## config.mk

```make
export PLATFORM = sky130hd
export DESIGN_NAME = arm7tdmi_decoder_flat
export DESIGN_NICKNAME = d
export VERILOG_FILES = /design/src/rtl/arm7tdmi_decoder_if.sv /design/src/rtl/arm7tdmi_decoder.sv /design/src/flat_wrapper.sv
export SDC_FILE = /design/constraint.sdc
export NUM_CORES = 1
export LEC_CHECK = 0
export CAP_MARGIN = 25
export CORE_UTILIZATION = 30
export DETAILED_ROUTE_END_ITERATION = 6
export MAX_ROUTING_LAYER = met4
export PLACE_DENSITY = 0.68
export SLEW_MARGIN = 20
export SYNTH_ARGS = -nofsm -noshare
export SYNTH_HDL_FRONTEND = slang
export SYNTH_SLANG_ARGS = --single-unit
```

## constraint.sdc

```tcl
create_clock -name clk -period 0.87 [get_ports clk]
set_input_delay 0.261 -clock clk [delete_from_list [all_inputs] [get_ports clk]]
set_output_delay 0.261 -clock clk [all_outputs]
set_load 0.02 [all_outputs]
```

## src/rtl/arm7tdmi_decoder_if.sv

```systemverilog
// Fetch-to-decode-to-execute bundle for the ARM7TDMI decode stage.
// The master side drives the fetched word and control signals. The slave (decoder) side drives the decoded fields.
interface arm7tdmi_decoder_if;
    logic [31:0] instruction;
    logic [31:0] pc_in;
    logic        instr_valid;
    logic        stall;
    logic        flush;
    logic        thumb_mode;

    logic [3:0]  condition;
    logic [3:0]  instr_type;
    logic [3:0]  alu_op;
    logic [3:0]  rd;
    logic [3:0]  rn;
    logic [3:0]  rm;
    logic [11:0] immediate;
    logic        imm_en;
    logic        set_flags;
    logic [1:0]  shift_type;
    logic [4:0]  shift_amount;
    logic        shift_reg;
    logic [3:0]  shift_rs;
    logic        is_branch;
    logic        branch_link;
    logic [23:0] branch_offset;
    logic        is_memory;
    logic        mem_load;
    logic        mem_byte;
    logic        mem_pre;
    logic        mem_up;
    logic        mem_writeback;
    logic        psr_to_reg;
    logic        psr_spsr;
    logic        psr_immediate;
    logic [2:0]  cp_op;
    logic [3:0]  cp_num;
    logic [3:0]  cp_rd;
    logic [3:0]  cp_rn;
    logic [2:0]  cp_opcode1;
    logic [2:0]  cp_opcode2;
    logic        cp_load;
    logic [4:0]  thumb_instr_type;
    logic [2:0]  thumb_rd;
    logic [2:0]  thumb_rs;
    logic [2:0]  thumb_rn;
    logic [7:0]  thumb_imm8;
    logic [4:0]  thumb_imm5;
    logic [10:0] thumb_offset11;
    logic [7:0]  thumb_offset8;
    logic [31:0] pc_out;
    logic        decode_valid;

    modport master (
        output instruction, pc_in, instr_valid, stall, flush, thumb_mode,
        input  condition, instr_type, alu_op, rd, rn, rm, immediate, imm_en, set_flags,
               shift_type, shift_amount, shift_reg, shift_rs,
               is_branch, branch_link, branch_offset,
               is_memory, mem_load, mem_byte, mem_pre, mem_up, mem_writeback,
               psr_to_reg, psr_spsr, psr_immediate,
               cp_op, cp_num, cp_rd, cp_rn, cp_opcode1, cp_opcode2, cp_load,
               thumb_instr_type, thumb_rd, thumb_rs, thumb_rn,
               thumb_imm8, thumb_imm5, thumb_offset11, thumb_offset8,
               pc_out, decode_valid
    );

    modport slave (
        input  instruction, pc_in, instr_valid, stall, flush, thumb_mode,
        output condition, instr_type, alu_op, rd, rn, rm, immediate, imm_en, set_flags,
               shift_type, shift_amount, shift_reg, shift_rs,
               is_branch, branch_link, branch_offset,
               is_memory, mem_load, mem_byte, mem_pre, mem_up, mem_writeback,
               psr_to_reg, psr_spsr, psr_immediate,
               cp_op, cp_num, cp_rd, cp_rn, cp_opcode1, cp_opcode2, cp_load,
               thumb_instr_type, thumb_rd, thumb_rs, thumb_rn,
               thumb_imm8, thumb_imm5, thumb_offset11, thumb_offset8,
               pc_out, decode_valid
    );
endinterface

```

## src/rtl/arm7tdmi_decoder.sv

```systemverilog
// ARM7TDMI registered decode stage. It classifies an ARM word, or a Thumb halfword, and registers the extracted fields.
// The priority is flush > stall > load. Every output is driven from the single output register q.
module arm7tdmi_decoder (
    input  logic                     clk,
    input  logic                     rst_n,
    arm7tdmi_decoder_if.slave        bus
);
    typedef enum logic [3:0] {
        C_DATA_PROC    = 4'd0,
        C_MUL          = 4'd1,
        C_MUL_LONG     = 4'd2,
        C_SWAP         = 4'd3,
        C_BRANCH_EX    = 4'd4,
        C_HALFWORD_DT  = 4'd5,
        C_SINGLE_DT    = 4'd6,
        C_UNDEFINED    = 4'd7,
        C_BLOCK_DT     = 4'd8,
        C_BRANCH       = 4'd9,
        C_COPROC_DT    = 4'd10,
        C_COPROC_OP    = 4'd11,
        C_COPROC_RT    = 4'd12,
        C_SWI          = 4'd13,
        C_PSR_TRANSFER = 4'd14
    } arm_class_e;

    typedef enum logic [4:0] {
        T_SHIFT_IMM = 5'd0,  T_ADD_SUB  = 5'd1,  T_IMM_OP   = 5'd2,  T_ALU      = 5'd3,
        T_HI_REG    = 5'd4,  T_PC_LOAD  = 5'd5,  T_REG_OFS  = 5'd6,  T_SIGN_EXT = 5'd7,
        T_IMM_LDST  = 5'd8,  T_HALFWORD = 5'd9,  T_SP_REL   = 5'd10, T_LOAD_ADR = 5'd11,
        T_SP_ADJ    = 5'd12, T_PUSH_POP = 5'd13, T_LDM_STM  = 5'd14, T_COND_BR  = 5'd15,
        T_SWI       = 5'd16, T_B        = 5'd17, T_BL       = 5'd18, T_NONE     = 5'd31
    } thumb_class_e;

    typedef struct packed {
        logic [3:0]  condition;
        logic [3:0]  instr_type;
        logic [3:0]  alu_op;
        logic [3:0]  rd;
        logic [3:0]  rn;
        logic [3:0]  rm;
        logic [11:0] immediate;
        logic        imm_en;
        logic        set_flags;
        logic [1:0]  shift_type;
        logic [4:0]  shift_amount;
        logic        shift_reg;
        logic [3:0]  shift_rs;
        logic        is_branch;
        logic        branch_link;
        logic [23:0] branch_offset;
        logic        is_memory;
        logic        mem_load;
        logic        mem_byte;
        logic        mem_pre;
        logic        mem_up;
        logic        mem_writeback;
        logic        psr_to_reg;
        logic        psr_spsr;
        logic        psr_immediate;
        logic [2:0]  cp_op;
        logic [3:0]  cp_num;
        logic [3:0]  cp_rd;
        logic [3:0]  cp_rn;
        logic [2:0]  cp_opcode1;
        logic [2:0]  cp_opcode2;
        logic        cp_load;
        logic [4:0]  thumb_instr_type;
        logic [2:0]  thumb_rd;
        logic [2:0]  thumb_rs;
        logic [2:0]  thumb_rn;
        logic [7:0]  thumb_imm8;
        logic [4:0]  thumb_imm5;
        logic [10:0] thumb_offset11;
        logic [7:0]  thumb_offset8;
        logic [31:0] pc_out;
        logic        decode_valid;
    } dec_t;

    logic [31:0]  ins;
    logic [15:0]  hw;
    arm_class_e   arm_cls;
    thumb_class_e thm_cls;
    dec_t         d;
    dec_t         q;

    assign ins = bus.instruction;
    assign hw  = bus.instruction[15:0];

    // ARM class rules are evaluated in order, and the first match wins.
    always_comb begin
        if (ins[27:4] == 24'h12FFF1)                                         arm_cls = C_BRANCH_EX;
        else if (ins[27:22] == 6'b000000 && ins[7:4] == 4'b1001)             arm_cls = C_MUL;
        else if (ins[27:23] == 5'b00001 && ins[7:4] == 4'b1001)              arm_cls = C_MUL_LONG;
        else if (ins[27:23] == 5'b00010 && ins[21:20] == 2'b00 &&
                 ins[11:4] == 8'b0000_1001)                                  arm_cls = C_SWAP;
        else if (ins[27:25] == 3'b000 && ins[7] && ins[4])                   arm_cls = C_HALFWORD_DT;
        else if (ins[27:26] == 2'b00 && ins[24:23] == 2'b10 && !ins[20])     arm_cls = C_PSR_TRANSFER;
        else if (ins[27:26] == 2'b00)                                        arm_cls = C_DATA_PROC;
        else if (ins[27:25] == 3'b011 && ins[4])                             arm_cls = C_UNDEFINED;
        else if (ins[27:26] == 2'b01)                                        arm_cls = C_SINGLE_DT;
        else if (ins[27:25] == 3'b100)                                       arm_cls = C_BLOCK_DT;
        else if (ins[27:25] == 3'b101)                                       arm_cls = C_BRANCH;
        else if (ins[27:25] == 3'b110)                                       arm_cls = C_COPROC_DT;
        else if (!ins[24])                                                   arm_cls = ins[4] ? C_COPROC_RT : C_COPROC_OP;
        else                                                                 arm_cls = C_SWI;
    end

    always_comb begin
        if (hw[15:11] == 5'b00011)                               thm_cls = T_ADD_SUB;
        else if (hw[15:13] == 3'b000)                            thm_cls = T_SHIFT_IMM;
        else if (hw[15:13] == 3'b001)                            thm_cls = T_IMM_OP;
        else if (hw[15:10] == 6'b010000)                         thm_cls = T_ALU;
        else if (hw[15:10] == 6'b010001)                         thm_cls = T_HI_REG;
        else if (hw[15:11] == 5'b01001)                          thm_cls = T_PC_LOAD;
        else if (hw[15:12] == 4'b0101)                           thm_cls = hw[9] ? T_SIGN_EXT : T_REG_OFS;
        else if (hw[15:13] == 3'b011)                            thm_cls = T_IMM_LDST;
        else if (hw[15:12] == 4'b1000)                           thm_cls = T_HALFWORD;
        else if (hw[15:12] == 4'b1001)                           thm_cls = T_SP_REL;
        else if (hw[15:12] == 4'b1010)                           thm_cls = T_LOAD_ADR;
        else if (hw[15:8] == 8'b1011_0000)                       thm_cls = T_SP_ADJ;
        else if (hw[15:12] == 4'b1011 && hw[10:9] == 2'b10)      thm_cls = T_PUSH_POP;
        else if (hw[15:12] == 4'b1100)                           thm_cls = T_LDM_STM;
        else if (hw[15:8] == 8'b1101_1111)                       thm_cls = T_SWI;
        else if (hw[15:12] == 4'b1101)                           thm_cls = T_COND_BR;
        else if (hw[15:11] == 5'b11100)                          thm_cls = T_B;
        else if (hw[15:12] == 4'b1111)                           thm_cls = T_BL;
        else                                                     thm_cls = T_NONE;
    end

    always_comb begin
        d = '0;
        d.pc_out        = bus.pc_in;
        d.decode_valid  = bus.instr_valid && !bus.flush;
        d.alu_op        = ins[24:21];
        d.rd            = ins[15:12];
        d.rn            = ins[19:16];
        d.rm            = ins[3:0];
        d.shift_type    = ins[6:5];
        d.shift_amount  = ins[11:7];
        d.shift_reg     = ins[4];
        d.shift_rs      = ins[11:8];
        d.branch_offset = ins[23:0];
        d.cp_num        = ins[11:8];
        d.cp_rd         = ins[15:12];
        d.cp_rn         = ins[19:16];
        d.cp_opcode1    = ins[23:21];
        d.cp_opcode2    = ins[7:5];
        if (bus.thumb_mode) begin
            // In Thumb mode, the ARM view is fixed to an always-executed data-processing slot with no flags set.
            d.condition        = 4'hE;
            d.immediate        = ins[11:0];
            d.thumb_instr_type = thm_cls;
            d.thumb_rd         = hw[2:0];
            d.thumb_rs         = hw[5:3];
            d.thumb_rn         = hw[8:6];
            d.thumb_imm8       = hw[7:0];
            d.thumb_imm5       = hw[10:6];
            d.thumb_offset11   = hw[10:0];
            d.thumb_offset8    = hw[7:0];
        end else begin
            d.condition        = ins[31:28];
            d.instr_type       = arm_cls;
            d.thumb_instr_type = T_NONE;
            d.immediate        = (arm_cls == C_HALFWORD_DT) ? {4'h0, ins[11:8], ins[3:0]} : ins[11:0];
            case (arm_cls)
                C_DATA_PROC: begin
                    d.imm_en    = ins[25];
                    d.set_flags = ins[20];
                end
                C_MUL, C_MUL_LONG: d.set_flags = ins[20];
                C_BRANCH_EX:       d.is_branch = 1'b1;
                C_BRANCH: begin
                    d.is_branch   = 1'b1;
                    d.branch_link = ins[24];
                end
                C_SWAP, C_HALFWORD_DT, C_SINGLE_DT, C_BLOCK_DT: begin
                    d.is_memory     = 1'b1;
                    d.mem_load      = ins[20];
                    d.mem_byte      = ins[22];
                    d.mem_pre       = ins[24];
                    d.mem_up        = ins[23];
                    d.mem_writeback = ins[21];
                end
                C_PSR_TRANSFER: begin
                    d.psr_to_reg    = ~ins[21];
                    d.psr_spsr      = ins[22];
                    d.psr_immediate = ins[25];
                end
                C_COPROC_DT: begin
                    d.cp_op   = ins[20] ? 3'd4 : 3'd5;
                    d.cp_load = ins[20];
                end
                C_COPROC_OP: d.cp_op = 3'd1;
                C_COPROC_RT: d.cp_op = ins[20] ? 3'd3 : 3'd2;
                default: ;
            endcase
        end
    end

    // Flush still loads the decoded fields, because d.decode_valid already clears the valid bit.
    always_ff @(posedge clk or negedge rst_n) begin
        if (!rst_n)
            q <= '0;
        else if (bus.flush || !bus.stall)
            q <= d;
    end

    assign bus.condition        = q.condition;
    assign bus.instr_type       = q.instr_type;
    assign bus.alu_op           = q.alu_op;
    assign bus.rd               = q.rd;
    assign bus.rn               = q.rn;
    assign bus.rm               = q.rm;
    assign bus.immediate        = q.immediate;
    assign bus.imm_en           = q.imm_en;
    assign bus.set_flags        = q.set_flags;
    assign bus.shift_type       = q.shift_type;
    assign bus.shift_amount     = q.shift_amount;
    assign bus.shift_reg        = q.shift_reg;
    assign bus.shift_rs         = q.shift_rs;
    assign bus.is_branch        = q.is_branch;
    assign bus.branch_link      = q.branch_link;
    assign bus.branch_offset    = q.branch_offset;
    assign bus.is_memory        = q.is_memory;
    assign bus.mem_load         = q.mem_load;
    assign bus.mem_byte         = q.mem_byte;
    assign bus.mem_pre          = q.mem_pre;
    assign bus.mem_up           = q.mem_up;
    assign bus.mem_writeback    = q.mem_writeback;
    assign bus.psr_to_reg       = q.psr_to_reg;
    assign bus.psr_spsr         = q.psr_spsr;
    assign bus.psr_immediate    = q.psr_immediate;
    assign bus.cp_op            = q.cp_op;
    assign bus.cp_num           = q.cp_num;
    assign bus.cp_rd            = q.cp_rd;
    assign bus.cp_rn            = q.cp_rn;
    assign bus.cp_opcode1       = q.cp_opcode1;
    assign bus.cp_opcode2       = q.cp_opcode2;
    assign bus.cp_load          = q.cp_load;
    assign bus.thumb_instr_type = q.thumb_instr_type;
    assign bus.thumb_rd         = q.thumb_rd;
    assign bus.thumb_rs         = q.thumb_rs;
    assign bus.thumb_rn         = q.thumb_rn;
    assign bus.thumb_imm8       = q.thumb_imm8;
    assign bus.thumb_imm5       = q.thumb_imm5;
    assign bus.thumb_offset11   = q.thumb_offset11;
    assign bus.thumb_offset8    = q.thumb_offset8;
    assign bus.pc_out           = q.pc_out;
    assign bus.decode_valid     = q.decode_valid;
endmodule

```

## src/flat_wrapper.sv

```systemverilog
// flat-port wrapper written by rule: the top's interface ports become plain ports
module arm7tdmi_decoder_flat 
  (clk, rst_n, bus_instruction, bus_pc_in, bus_instr_valid, bus_stall, bus_flush, bus_thumb_mode, bus_condition, bus_instr_type, bus_alu_op, bus_rd, bus_rn, bus_rm, bus_immediate, bus_imm_en, bus_set_flags, bus_shift_type, bus_shift_amount, bus_shift_reg, bus_shift_rs, bus_is_branch, bus_branch_link, bus_branch_offset, bus_is_memory, bus_mem_load, bus_mem_byte, bus_mem_pre, bus_mem_up, bus_mem_writeback, bus_psr_to_reg, bus_psr_spsr, bus_psr_immediate, bus_cp_op, bus_cp_num, bus_cp_rd, bus_cp_rn, bus_cp_opcode1, bus_cp_opcode2, bus_cp_load, bus_thumb_instr_type, bus_thumb_rd, bus_thumb_rs, bus_thumb_rn, bus_thumb_imm8, bus_thumb_imm5, bus_thumb_offset11, bus_thumb_offset8, bus_pc_out, bus_decode_valid);
  arm7tdmi_decoder_if bus_i ();
  input  logic clk;
  input  logic rst_n;
  input wire logic [$bits(bus_i.instruction)-1:0] bus_instruction;
  input wire logic [$bits(bus_i.pc_in)-1:0] bus_pc_in;
  input wire logic [$bits(bus_i.instr_valid)-1:0] bus_instr_valid;
  input wire logic [$bits(bus_i.stall)-1:0] bus_stall;
  input wire logic [$bits(bus_i.flush)-1:0] bus_flush;
  input wire logic [$bits(bus_i.thumb_mode)-1:0] bus_thumb_mode;
  output wire logic [$bits(bus_i.condition)-1:0] bus_condition;
  output wire logic [$bits(bus_i.instr_type)-1:0] bus_instr_type;
  output wire logic [$bits(bus_i.alu_op)-1:0] bus_alu_op;
  output wire logic [$bits(bus_i.rd)-1:0] bus_rd;
  output wire logic [$bits(bus_i.rn)-1:0] bus_rn;
  output wire logic [$bits(bus_i.rm)-1:0] bus_rm;
  output wire logic [$bits(bus_i.immediate)-1:0] bus_immediate;
  output wire logic [$bits(bus_i.imm_en)-1:0] bus_imm_en;
  output wire logic [$bits(bus_i.set_flags)-1:0] bus_set_flags;
  output wire logic [$bits(bus_i.shift_type)-1:0] bus_shift_type;
  output wire logic [$bits(bus_i.shift_amount)-1:0] bus_shift_amount;
  output wire logic [$bits(bus_i.shift_reg)-1:0] bus_shift_reg;
  output wire logic [$bits(bus_i.shift_rs)-1:0] bus_shift_rs;
  output wire logic [$bits(bus_i.is_branch)-1:0] bus_is_branch;
  output wire logic [$bits(bus_i.branch_link)-1:0] bus_branch_link;
  output wire logic [$bits(bus_i.branch_offset)-1:0] bus_branch_offset;
  output wire logic [$bits(bus_i.is_memory)-1:0] bus_is_memory;
  output wire logic [$bits(bus_i.mem_load)-1:0] bus_mem_load;
  output wire logic [$bits(bus_i.mem_byte)-1:0] bus_mem_byte;
  output wire logic [$bits(bus_i.mem_pre)-1:0] bus_mem_pre;
  output wire logic [$bits(bus_i.mem_up)-1:0] bus_mem_up;
  output wire logic [$bits(bus_i.mem_writeback)-1:0] bus_mem_writeback;
  output wire logic [$bits(bus_i.psr_to_reg)-1:0] bus_psr_to_reg;
  output wire logic [$bits(bus_i.psr_spsr)-1:0] bus_psr_spsr;
  output wire logic [$bits(bus_i.psr_immediate)-1:0] bus_psr_immediate;
  output wire logic [$bits(bus_i.cp_op)-1:0] bus_cp_op;
  output wire logic [$bits(bus_i.cp_num)-1:0] bus_cp_num;
  output wire logic [$bits(bus_i.cp_rd)-1:0] bus_cp_rd;
  output wire logic [$bits(bus_i.cp_rn)-1:0] bus_cp_rn;
  output wire logic [$bits(bus_i.cp_opcode1)-1:0] bus_cp_opcode1;
  output wire logic [$bits(bus_i.cp_opcode2)-1:0] bus_cp_opcode2;
  output wire logic [$bits(bus_i.cp_load)-1:0] bus_cp_load;
  output wire logic [$bits(bus_i.thumb_instr_type)-1:0] bus_thumb_instr_type;
  output wire logic [$bits(bus_i.thumb_rd)-1:0] bus_thumb_rd;
  output wire logic [$bits(bus_i.thumb_rs)-1:0] bus_thumb_rs;
  output wire logic [$bits(bus_i.thumb_rn)-1:0] bus_thumb_rn;
  output wire logic [$bits(bus_i.thumb_imm8)-1:0] bus_thumb_imm8;
  output wire logic [$bits(bus_i.thumb_imm5)-1:0] bus_thumb_imm5;
  output wire logic [$bits(bus_i.thumb_offset11)-1:0] bus_thumb_offset11;
  output wire logic [$bits(bus_i.thumb_offset8)-1:0] bus_thumb_offset8;
  output wire logic [$bits(bus_i.pc_out)-1:0] bus_pc_out;
  output wire logic [$bits(bus_i.decode_valid)-1:0] bus_decode_valid;
  assign bus_i.instruction = bus_instruction;
  assign bus_i.pc_in = bus_pc_in;
  assign bus_i.instr_valid = bus_instr_valid;
  assign bus_i.stall = bus_stall;
  assign bus_i.flush = bus_flush;
  assign bus_i.thumb_mode = bus_thumb_mode;
  assign bus_condition = bus_i.condition;
  assign bus_instr_type = bus_i.instr_type;
  assign bus_alu_op = bus_i.alu_op;
  assign bus_rd = bus_i.rd;
  assign bus_rn = bus_i.rn;
  assign bus_rm = bus_i.rm;
  assign bus_immediate = bus_i.immediate;
  assign bus_imm_en = bus_i.imm_en;
  assign bus_set_flags = bus_i.set_flags;
  assign bus_shift_type = bus_i.shift_type;
  assign bus_shift_amount = bus_i.shift_amount;
  assign bus_shift_reg = bus_i.shift_reg;
  assign bus_shift_rs = bus_i.shift_rs;
  assign bus_is_branch = bus_i.is_branch;
  assign bus_branch_link = bus_i.branch_link;
  assign bus_branch_offset = bus_i.branch_offset;
  assign bus_is_memory = bus_i.is_memory;
  assign bus_mem_load = bus_i.mem_load;
  assign bus_mem_byte = bus_i.mem_byte;
  assign bus_mem_pre = bus_i.mem_pre;
  assign bus_mem_up = bus_i.mem_up;
  assign bus_mem_writeback = bus_i.mem_writeback;
  assign bus_psr_to_reg = bus_i.psr_to_reg;
  assign bus_psr_spsr = bus_i.psr_spsr;
  assign bus_psr_immediate = bus_i.psr_immediate;
  assign bus_cp_op = bus_i.cp_op;
  assign bus_cp_num = bus_i.cp_num;
  assign bus_cp_rd = bus_i.cp_rd;
  assign bus_cp_rn = bus_i.cp_rn;
  assign bus_cp_opcode1 = bus_i.cp_opcode1;
  assign bus_cp_opcode2 = bus_i.cp_opcode2;
  assign bus_cp_load = bus_i.cp_load;
  assign bus_thumb_instr_type = bus_i.thumb_instr_type;
  assign bus_thumb_rd = bus_i.thumb_rd;
  assign bus_thumb_rs = bus_i.thumb_rs;
  assign bus_thumb_rn = bus_i.thumb_rn;
  assign bus_thumb_imm8 = bus_i.thumb_imm8;
  assign bus_thumb_imm5 = bus_i.thumb_imm5;
  assign bus_thumb_offset11 = bus_i.thumb_offset11;
  assign bus_thumb_offset8 = bus_i.thumb_offset8;
  assign bus_pc_out = bus_i.pc_out;
  assign bus_decode_valid = bus_i.decode_valid;
  arm7tdmi_decoder u_core (.clk(clk), .rst_n(rst_n), .bus(bus_i));
endmodule
```

Yosys cells after proc, flatten, opt, wreduce, memory -nomap -nowiden
Cells that the tools add are included.

Output and inout port bits: 186. Register bits: 174. Input bits: 70. Word-level logic and storage cells: 158.

Reductions and logical operators: 24. Bitwise gates (word level): 1. Muxes and demuxes: 53. Equality and inequality tests: 41.

Operators by type and width (count): 5-bit 2-to-1 mux (18); 4-bit 2-to-1 mux (16); 4-bit equality test, second input constant (14); 41-bit 2-to-1 mux (1); 12-bit 2-to-1 mux (3); 24-bit by 21-bit equality test with 1-bit output, second input constant (1); 4-bit by 3-bit equality test with 1-bit output, second input constant (4); 8-bit equality test, second input constant (2); 6-bit by 5-bit equality test with 1-bit output, second input constant (2); 1-bit logical AND (11); 5-bit by 2-bit equality test with 1-bit output, second input constant (2); 3-bit equality test, second input constant (3); 1-bit 2-to-1 mux (9); 3-bit one-hot mux with 3 select lines (1); 4-bit by 2-bit equality test with 1-bit output, second input constant (2); 8-bit by 4-bit equality test with 1-bit output, second input constant (1); 3-bit by 2-bit equality test with 1-bit output, second input constant (2); 3-bit zero test (2); 6-bit zero test (1); 3-bit 2-to-1 mux (2); 6-bit 2-to-1 mux (1); 5-bit by 1-bit equality test with 1-bit output, second input constant (1); 5-bit by 4-bit equality test with 1-bit output, second input constant (1); 5-bit equality test, second input constant (1); 13 further kinds (18).

Logic depth before layout (Yosys ltp)
Depth after elaboration: 20. Gate-level depth with buffers: 8. Gate-level depth less buffers: 7.

Worst setup path before layout
OpenSTA, ideal clock, no wires.

Path type: input port to flip-flop. Start point: in bus_instruction[24]. End point: reg u_core.q, in the netlist u_core.bus.immediate[4]. Slack: -1.323 ns. Data arrival time: 2.072 ns. Stages on the path: 8. Cell sequence: buf_4 -> or4b_1 -> nor3_2 -> nand4_2 -> nor2b_4 -> a2111oi_4 -> and2b_1 -> o21ai_1.

Word-level cells in the longest chain between the ends: 16. Elaborated cells on any way between the ends: 27. Those cells by class: eq/ne: 5; mux: 15; reduce/logical: 7.

RTL lines: start, declared (RTL line flat_wrapper.sv:7) `input wire logic [$bits(bus_i.instruction)-1:0] bus_instruction;`; 4-bit 2-to-1 mux (RTL line arm7tdmi_decoder.sv:104) `else if (!ins[24]) arm_cls = ins[4] ? C_COPROC_RT : C_COPROC_OP;`; 4-bit 2-to-1 mux (RTL line arm7tdmi_decoder.sv:103) `else if (ins[27:25] == 3'b110) arm_cls = C_COPROC_DT;`; 4-bit 2-to-1 mux (RTL line arm7tdmi_decoder.sv:102) `else if (ins[27:25] == 3'b101) arm_cls = C_BRANCH;`; 4-bit 2-to-1 mux (RTL line arm7tdmi_decoder.sv:101) `else if (ins[27:25] == 3'b100) arm_cls = C_BLOCK_DT;`; 4-bit 2-to-1 mux (RTL line arm7tdmi_decoder.sv:100) `else if (ins[27:26] == 2'b01) arm_cls = C_SINGLE_DT;`; 4-bit 2-to-1 mux (RTL line arm7tdmi_decoder.sv:99) `else if (ins[27:25] == 3'b011 && ins[4]) arm_cls = C_UNDEFINED;`; 4-bit 2-to-1 mux (RTL line arm7tdmi_decoder.sv:98) `else if (ins[27:26] == 2'b00) arm_cls = C_DATA_PROC;`; 4-bit 2-to-1 mux (RTL line arm7tdmi_decoder.sv:97) `else if (ins[27:26] == 2'b00 && ins[24:23] == 2'b10 && !ins[20]) arm_cls = C_PSR_TRANSFER;`; 4-bit 2-to-1 mux (RTL line arm7tdmi_decoder.sv:96) `else if (ins[27:25] == 3'b000 && ins[7] && ins[4]) arm_cls = C_HALFWORD_DT;`; 4-bit 2-to-1 mux (RTL line arm7tdmi_decoder.sv:94) `else if (ins[27:23] == 5'b00010 && ins[21:20] == 2'b00 &&`; 4-bit 2-to-1 mux (RTL line arm7tdmi_decoder.sv:93) `else if (ins[27:23] == 5'b00001 && ins[7:4] == 4'b1001) arm_cls = C_MUL_LONG;`; 4-bit 2-to-1 mux (RTL line arm7tdmi_decoder.sv:92) `else if (ins[27:22] == 6'b000000 && ins[7:4] == 4'b1001) arm_cls = C_MUL;`; 4-bit 2-to-1 mux * (RTL line arm7tdmi_decoder.sv:91) `if (ins[27:4] == 24'h12FFF1) arm_cls = C_BRANCH_EX;`; 4-bit by 3-bit equality test with 1-bit output * (RTL line arm7tdmi_decoder.sv:164) `d.immediate = (arm_cls == C_HALFWORD_DT) ? {4'h0, ins[11:8], ins[3:0]} : ins[11:0];`; 12-bit 2-to-1 mux * (RTL line arm7tdmi_decoder.sv:164); 12-bit 2-to-1 mux * (RTL line arm7tdmi_decoder.sv:148) `if (bus.thumb_mode) begin`; end signal, assigned (RTL line arm7tdmi_decoder.sv:203) `q <= '0;`; end signal, assigned (RTL line arm7tdmi_decoder.sv:205) `q <= d;`; end, declared (RTL line arm7tdmi_decoder.sv:84) `dec_t q;`.

Mark *: on every way between the ends. The rest lies on a longest branch, timed or not. A chain may end at the register's enable or synchronous reset.

Final worst setup path
Start point: in bus_instruction[9]. End point: reg u_core.q, in the netlist u_core.bus.psr_to_reg.

Word-level cells in the longest chain between the ends: 9. Elaborated cells on any way between the ends: 10. Those cells by class: eq/ne: 3; mux: 6; reduce/logical: 1.

RTL lines: 8-bit by 4-bit equality test with 1-bit output (RTL line arm7tdmi_decoder.sv:95) `ins[11:4] == 8'b0000_1001) arm_cls = C_SWAP;`; 1-bit logical AND (RTL line arm7tdmi_decoder.sv:94); 4-bit 2-to-1 mux (RTL line arm7tdmi_decoder.sv:94); 4-bit 2-to-1 mux (RTL line arm7tdmi_decoder.sv:93); 4-bit 2-to-1 mux (RTL line arm7tdmi_decoder.sv:92); 4-bit 2-to-1 mux * (RTL line arm7tdmi_decoder.sv:91); 4-bit equality test * (RTL line arm7tdmi_decoder.sv:165) `case (arm_cls)`; 3-bit 2-to-1 mux * (RTL line arm7tdmi_decoder.sv:165); 12-bit 2-to-1 mux * (RTL line arm7tdmi_decoder.sv:148).

Marked as above.

==> results by group <==
Floorplanning
  – IO Pins: 256
  – Site Rows: 47
  – Starting Density: 31.2%
  – Die Y: 134 µm
  – Die ar.: 18,000 µm²
  – Die outline width: 134 µm
  – Core Footprint: 16,800 µm²

Synthesis
  – Synth Cell Area: 5250 µm²
  – Ys async rst share: 100%
  – Flops & latches, synth: 107
  – Top FF cell, synth: dfrtp_1
  – Netlist cell types: 53
  – Synth top area share: 51.0%
  – Area contributors post-synth: dfrtp_1, nand2_1, buf_4, o21ai_0, clkbuf_1
  – Yosys warning count: 0
  – Mapped Avg Cell Area: 8.71 µm²
  – Synthesized net count: 672
  – Synthesized instance count: 602
  – Sequential share of the synthesized area: 51.0%
  – Largest area contributor in the netlist: dfrtp_1
  – Number of synthesized flops with an enable pin: 0

Placed design
  – DP HPWL: 11.9 mm
  – Placed insts: 1,036
  – Port buffer count: 255
  – Placer congestion estimate: 0.902

Clocking
  – H-tree depth: 3
  – Worst-Skew Late Latency: 0.35 ns
  – Total CTS buffers: 9
  – Clock transition at the registers of the reported paths: 0.08 ns
  – Root Buffer: clkbuf_16
  – Clock sinks: 107
  – CTS tree: built
  – Max Root-Sink Buffers: 2

Worst hold path
  – Hold Path Stages: 3
  – Min-delay worst type: primary input to flop

Power
  – LEAKAGE: 0.00477 µW
  – Register share of total power: 39.6%
  – Clock share of power: 27.9%
  – Peak supply drop: 1010 µV
  – PD cells: 1490 nW/µm²
  – Final Power: 14,600 µW
  – Switch Pwr: 4700 µW
  – Int Pwr: 9920 µW
  – Sw Ratio: 32.1%
  – Logic gate share of total power: 32.5%

Drt
  – DRC: 0
  – Vias per cell: 4.70
  – Initial DRC count: 338
  – Via Count: 5,310
  – Routed Antenna Nets: 0
  – DR WL/cell: 17.2 µm
  – DRT Wirelength: 19.4 mm
  – 1st-pass router iterations: 5

Run
  – # Max-Cap Violations: 0

Status
  – Outcome: complete, but fails checks
  – Failing checks: setup timing

Setup path
  – Max FO, Critical Path: 6
  – WS Path Type: primary input to flop
  – R2R cell count: 3
  – Required time worst endpoint: 1.12 ns
  – Crit. End Element: flop
  – Startpoint types: primary input
  – Critical Path AT: 2.08 ns

STA
  – Achievable frequency: 548 MHz
  – Final Hold Viols: 0
  – Worst-margin pin slew: 0.381 ns
  – Min Clock Period, post-route: 1.82 ns
  – Worst setup margin: -0.955 ns
  – Setup violators final: 219
  – Clock skew: 0 ns
  – Setup TNS: -85.30 ns
  – Crit share post-route: 210%
  – Minimum hold slack: 0.179 ns
  – RSZ-0062 raised after global routing: true
  – Slew HR: 74.4%
  – Slew Viols, Final: 0

Cells and area
  – # nets final: 974
  – Inserted Diodes: 0
  – Max reg flops: 32
  – P&R area growth vs syn: 86.8%
  – FILL cells: 1,431
  – Fin cells: 1,129
  – Layout cell share with drive strength beyond 1: 51.2%

Global routing
  – Grt ovf: 0
  – Vias in the first global route: 4,925
  – First-pass GRT wire length: 26.4 mm
  – All-Layer GR Usage: 19.6%
  – Largest net degree at the start of global routing: 66
  – Initial antenna violation count: 0
## critical path, cell delays in order
cell	delay, ns
buf_8	0.10
nor4_4	0.41
nand4_1	0.22
a21oi_2	0.26
buf_4	0.17
nor2_4	0.04
buf_6	0.12
and3_4	0.18
nor2b_4	0.12
a22o_1	0.19
## area by class of cell
| class | instances | area (µm²) | share of cell area (%) |
|---|---|---|---|
| Timing Repair Buffer | 401 | 4260 | 43.5 |
| Sequential cell | 107 | 2720 | 27.8 |
| Multi-Input combinational cell | 379 | 2230 | 22.8 |
| Tap cell | 220 | 275 | 2.81 |
| Clock buffer | 10 | 239 | 2.44 |
| Clock inverter | 6 | 47.5 | 0.485 |
| Inverter | 6 | 22.5 | 0.230 |
## per-layer routing
layer | track usage, % | wire length [µm] | up-vias
met5 | - | 0 | -
met4 | 5.99 | 258 | 0
met3 | 3.25 | 1250 | 22
met2 | 32.2 | 9700 | 233
met1 | 24.7 | 8240 | 2548
li1 | - | - | 2507
## cells in the final DEF (no fill, tap or decap), types with 10 or more instances in the layout
cell             count
buf_6              232
nand2_1            221
buf_4               87
dfrtp_1             73
clkdlybuf4s50_1     41
dfrtp_2             34
nor2_1              15
o21ai_1             14
clkbuf_16           14
nand3_1             11
buf_12              11
dlygate4sd2_1       10
## power groups by stage
stage          sequential, µW  clock, µW  combinational [µW]
2_1_floorplan            6230          0                1810
3_3_place_gp             5740          0                3870
3_5_place_dp             5760          0                3890
5_1_grt                  5830       4350                5020
6_report                 5780       4080                4750
4_1_cts                  5740       4210                4120
## worst paths after layout
check,slack [ns],to,start
setup / recovery,-0.95,u_core.bus.psr_to_reg,bus_instruction[9]
hold / removal,0.18,u_core.bus.cp_opcode2[1],bus_instruction[6]
setup reg to reg,-0.10,u_core.bus.instr_type[1],u_core.bus.instr_type[1]
hold reg to reg,0.49,u_core.bus.pc_out[13],u_core.bus.pc_out[13]
max in group asynchronous,0.10,u_core.bus.cp_opcode1[1],rst_n
min in group asynchronous,0.31,u_core.bus.thumb_instr_type[2],rst_n
## metrics by stage
step | utilization (%) | setup WS, ns | area [µm²]
floorplan | - | -1.14 | 5940
global placement | 48.2 | -1.74 | 8110
detailed placement | 48.2 | -1.76 | 8110
CTS | 52.7 | -1.02 | 8860
global route | 58.3 | -0.984 | 9800
finish | 58.3 | -0.955 | 9800
## cells by family after synthesis
kind of cell	share of synthesized area, %
mux	0.191
compound gates	9.61
flops	51.0
buf+inv	14.0
simple gates	25.1
## what timing repair did
action	CTS	global route
endpoints found under the setup margin	292	292
gates cloned	2	8
buffers inserted	44	27
endpoints found under the hold margin	102	0
pin swaps	26	32
hold buffers	1	0
gates resized for setup	1154	188
## cell usage after synthesis, types with 2 or more instances
cell type	count
nand2_1	229
dfrtp_1	107
buf_4	80
clkbuf_1	26
o21ai_0	24
nor2_1	18
nand3_1	15
a21oi_1	12
nor3_1	8
a22o_1	6
inv_1	6
a32o_1	5
o31ai_1	5
nand3b_1	4
a31oi_1	3
and3_1	3
buf_1	3
nor2b_1	3
and2b_1	2
nand2b_1	2
nand4_1	2
nand4bb_1	2
o211ai_1	2
o21ai_1	2
o32a_1	2
or2_2	2
or3_1	2
or4b_1	2
Power figures use the tool's default switching activity.
